**config.mk**
```make
export PLATFORM = sky130hd
export DESIGN_NAME = lfsr_unmask
export DESIGN_NICKNAME = d
export VERILOG_FILES = /design/src/rtl/lfsr_unmask.sv
export SDC_FILE = /design/constraint.sdc
export NUM_CORES = 1
export LEC_CHECK = 0
export CORE_ASPECT_RATIO = 1.2
export CORE_MARGIN = 1.5
export CORE_UTILIZATION = 61
export DETAILED_ROUTE_END_ITERATION = 7
export DONT_BUFFER_PORTS = 1
export GPL_TIMING_DRIVEN = 0
export PLACE_DENSITY = 0.77
export RECOVER_POWER = 100
export SYNTH_ARGS = -nofsm -noshare
export SYNTH_HDL_FRONTEND = slang
export SYNTH_SLANG_ARGS = --single-unit
```
**constraint.sdc**
```tcl
create_clock -name clk -period 6.64 [get_ports clk]
set_clock_uncertainty 0.05 [all_clocks]
set_input_delay 1.328 -clock clk [delete_from_list [all_inputs] [get_ports clk]]
set_output_delay 1.328 -clock clk [all_outputs]
set_load 0.05 [all_outputs]
```
**src/rtl/lfsr_unmask.sv**
```systemverilog
// Streaming 64-bit keystream unmasker: each accepted word is XORed with a Galois LFSR state, then the LFSR steps.
// Optional feature macro: LFSR_UNMASK_BYPASS_EN adds a per-word bypass input that passes data through unmasked.
module lfsr_unmask #(
   parameter int                 WIDTH = 64,
   parameter logic [WIDTH-1:0]   SEED  = 64'h0000_0000_0000_0001,
   parameter logic [WIDTH-1:0]   TAPS  = 64'hD800_0000_0000_0000
) (
   input  logic             clk,
   input  logic             reset,
   input  logic             seed_load,
   input  logic [WIDTH-1:0] seed_in,
   input  logic             in_valid,
   output logic             in_ready,
   input  logic [WIDTH-1:0] in_data,
   output logic             out_valid,
   input  logic             out_ready,
   output logic [WIDTH-1:0] out_data,
`ifdef LFSR_UNMASK_BYPASS_EN
   input  logic             bypass,
`endif
   output logic [31:0]      word_count
);

   typedef enum logic {ST_RUN, ST_RESEED} state_t;

   state_t           r_state;
   logic [WIDTH-1:0] r_lfsr;
   logic [WIDTH-1:0] r_outData;
   logic             r_outValid;
   logic [31:0]      r_wordCount;

   logic [WIDTH-1:0] w_lfsrNext;
   logic [WIDTH-1:0] w_seedSafe;
   logic             w_accept;
   logic             w_bypass;

`ifdef LFSR_UNMASK_BYPASS_EN
   assign w_bypass = bypass;
`else
   assign w_bypass = 1'b0;
`endif

   assign w_lfsrNext = (r_lfsr >> 1) ^ (r_lfsr[0] ? TAPS : '0);
   // A zero seed would lock the LFSR at zero forever, so fall back to SEED
   assign w_seedSafe = (seed_in == '0) ? SEED : seed_in;
   assign in_ready   = !seed_load && (!r_outValid || out_ready);
   assign w_accept   = in_valid && in_ready;

   always_ff @(posedge clk or posedge reset) begin
      if (reset) begin
         r_state     <= ST_RUN;
         r_lfsr      <= SEED;
         r_outData   <= '0;
         r_outValid  <= 1'b0;
         r_wordCount <= '0;
      end else begin
         case (r_state)
            ST_RUN:    if (seed_load)  r_state <= ST_RESEED;
            ST_RESEED: if (!seed_load) r_state <= ST_RUN;
            default:   r_state <= ST_RUN;
         endcase

         if (seed_load) begin
            r_lfsr      <= w_seedSafe;
            r_wordCount <= '0;
         end else if (w_accept) begin
            if (!w_bypass) begin
               r_lfsr <= w_lfsrNext;
            end
            r_wordCount <= r_wordCount + 32'd1;
         end

         // Output stage refills on accept, otherwise drains when the consumer takes it
         if (w_accept) begin
            r_outData  <= w_bypass ? in_data : (in_data ^ r_lfsr);
            r_outValid <= 1'b1;
         end else if (r_outValid && out_ready) begin
            r_outValid <= 1'b0;
         end
      end
   end

   assign out_valid  = r_outValid;
   assign out_data   = r_outData;
   assign word_count = r_wordCount;

endmodule

```
==> reports/qor.csv <==
stage,metric,value,unit
status,outcome,"complete, but fails checks",
status,failing checks,"max-capacitance violations, max-slew violations",
floorplan,Die Y,125,µm
power_and_ir_drop,LEAKAGE,3.80,nW
clock_network,clk slew on worst S/H paths,60,ps
finish,most frequent cells in the layout,"dfrtp_1, nand2_1, o21ai_0",
floorplan,boundary pin count,231,
floorplan,Initial Utilization,62.3,%
critical_path,crit path DAT,3670,ps
sta,Slew headroom,-176,%
synth,"Seq/Total Area, Yosys",53.4,%
placed_design,RD Place Congestion,0.905,
clock_network,Clock Latency Late Sink,420,ps
flow_run,number of max-cap violations,1,
sta,setup violators final,0,
sta,Pins Over Slew Limit,92,
floorplan,Die Area,13100,µm²
finish,Nets,902,
synth,synthesized flop and latch total,161,
critical_path,Reg2Reg Setup Slack,2930,ps
floorplan,core region area,12100,µm²
routing,vias per cell,6.06,
finish,Syn-to-layout area delta,10.7,%
clock_network,post_cts resized,0,
routing,Routed WL per cell,20.6,µm
finish,antenna cells,0,
critical_path,crit path from,reset,
critical_path,worst r2r path cells,7,
global_route,total global-route track usage,31.0,%
synth,post-synthesis cell type count,41,
hold_path,Hold WC Path Type,reg2reg,
global_route,first-pass GRT wire length,31.4,mm
global_route,vias in the first global route,5925,
clock_network,Post-CTS Setup Inserts,0,
synth,Mapped Cells,748,
critical_path,R2R Path Start,out_valid,
critical_path,"Cell Chain, Critical Path",clkinvlp_2,
placed_design,PortBufs,0,
routing,met2 WL post-DR,9.80,mm
global_route,global route overflow,0,
clock_network,CTS Buf Count,17,
synth,"EDFF count, synth",0,
routing,WL met1,7.75,mm
critical_path,critical path capture point type,asynchronous set/reset pin,
finish,"commonest non-fill, non-tap cell in the layout",dfrtp_1,
critical_path,Slowest cell on crit path,clkinvlp_2,
floorplan,std cell rows,44,
sta,final hold slack,502,ps
floorplan,Die Width,105,µm
clock_network,Clock Tree Buf Depth,2,
synth,Syn Area/Cell,10.1,µm²
finish,Util after Layout,69.0,%
finish,area occupied by multi-input gates,3260,µm²
sta,Max Freq,256,MHz
placed_design,placed wire-length estimate,14.4,mm
power_and_ir_drop,maximum vdd drop,0.205,mV
critical_path,R2R Path End,r_lfsr[36],
critical_path,Critical Path End,r_lfsr[57],
synth,Mapped Area,7550,µm²
synth,Synth Warn #,0,
critical_path,Crit Path Max Fanout,92,
critical_path,Crit path depth,1,
critical_path,Crit path max-delay family,buffers and inverters,
finish,fraction of layout cells with a size suffix above 1,5.12,%
routing,TritonRoute pass-1 iters,5,
power_and_ir_drop,total power,2.84,mW
sta,Final Critical Period,3910,ps
routing,WL final,19.4,mm
finish,count of filler cells inserted in the layout,902,
synth,top_reg_cell synth,dfrtp_1,
routing,vias,5709,
critical_path,"Buf+Inv Stages, Crit Path",1,
synth,syn nets,882,
synth,"Async S/R FF share, synth",100,%
routing,antenna-violating nets left,0,
sta,RSZ-0062 raised after global routing,false,
clock_network,CTS tree,built,
routing,DRT iter0 DRCs,286,
sta,endpoints failing hold,0,
finish,Sequential Area,4030,µm²
critical_path,Worst Setup Path Type,in2async,
sta,measured slew at the worst slew-check pin,4120,ps
sta,crit share post-route,58.8,%
power_and_ir_drop,Pwr Density,340,nW/µm²
global_route,initial antenna violation count,0,
critical_path,Max stage delay on crit path,2280,ps
clock_network,CTS Root Buffer Type,clkbuf_16,
critical_path,worst path required time,6400,ps
clock_network,# hold bufs at CTS,0,
clock_network,H-tree depth reported by CTS,4,
clock_network,CTS sink cnt,161,
routing,uppermost layer routed,met4,
global_route,largest net degree at the start of global routing,93,
routing,Met3 Routed Length,1.53,mm
routing,drc violations,0,
critical_path,CP Launch Type,input port,
[routing by layer]
metal / vias to the layer above / global-route usage (%)
met5: - / 0
li1: 2618 / -
met2: 230 / 52.2
met4: 0 / 10.7
met1: 2832 / 37.6
met3: 29 / 9.63
[power by group]
| group | total, mW | leakage [nW] | switching, mW | internal [mW] |
|---|---|---|---|---|
| clock network | 1.05 | 0.307 | 0.418 | 0.632 |
| logic | 0.270 | 1.46 | 0.149 | 0.122 |
| registers | 1.52 | 2.03 | 0.420 | 1.10 |
| total | 2.84 | 3.80 | 0.986 | 1.86 |
[layout make-up]
class,instances,share of cell area [%]
flip-flops and latches,161,48.2
multi-input cells,539,39.0
clock buffers,20,5.59
well taps,161,2.41
plain buffers,41,2.08
clock inverters,12,2.02
repair buffers,1,0.329
inverters,7,0.329
[synth_stat cells, types with 2 or more instances]
master    number  share of area [%]
o21ai_0      133                8.8
nor3_1         3               0.20
buf_4          2               0.20
xor2_1         9                1.0
nand4_1       13                1.1
o31ai_1        3               0.30
dfrtp_1      160                 53
o41ai_1        2               0.23
mux2i_1       70                9.3
inv_1          7               0.35
buf_6          2               0.30
clkbuf_1      29                1.4
nor4_1        18                1.5
nor2_1        17               0.85
o311ai_1       2               0.23
or4_1          3               0.30
a21oi_1       11               0.73
and2_1         2               0.17
nand2_1      153                7.6
xnor2_1       68                7.9
or3_1          4               0.33
nand3_1       11               0.73
and3_1         4               0.33
buf_2          5               0.33
[stage by stage]
stage | TNS, ps | worst slack [ps] | instances | instance area [µm²]
2_1_floorplan | 0 | 915 | 748 | 7550
3_3_place_gp | -89020 | -566 | 909 | 7750
3_5_place_dp | 0 | 2800 | 910 | 7780
4_1_cts | 0 | 3130 | 942 | 8420
5_1_grt | 0 | 2020 | 942 | 8360
6_report | 0 | 2730 | 942 | 8360
[kinds of logic after synthesis]
logic type,Yosys count,synth area share [%]
xor+xnor,77,8.94
mux,70,9.28
buf+inv,48,3.03
fa+ha+maj,1,0.166
compound gates,152,10.4
flops,161,53.4
simple gates,239,14.8
[worst min-delay path by stage]
stage | end | from | slack [ps] | cells after the start
4_1_cts | r_lfsr[0] | r_lfsr[1] | 510 | 2
2_1_floorplan | r_lfsr[0] | r_lfsr[1] | 470 | 2
3_3_place_gp | r_lfsr[0] | r_lfsr[1] | 500 | 2
5_1_grt | r_lfsr[0] | r_lfsr[1] | 570 | 2
3_5_place_dp | r_lfsr[0] | r_lfsr[1] | 510 | 2
6_report | r_lfsr[0] | r_lfsr[1] | 500 | 2
[sequential cells by signal (all words and copies together), names as in the netlist]
signal / flops
r_lfsr: 64
out_data: 64
word_count: 32
out_valid: 1
[worst register-to-register path, stage by stage (launching register included)]
cell	delay [ps]
dfrtp_1	590
nor2b_1	270
nor2_1	770
nand2_1	550
clkbuf_1	470
clkbuf_1	420
mux2i_1	220
o21ai_0	260
Power figures use the tool's default switching activity.
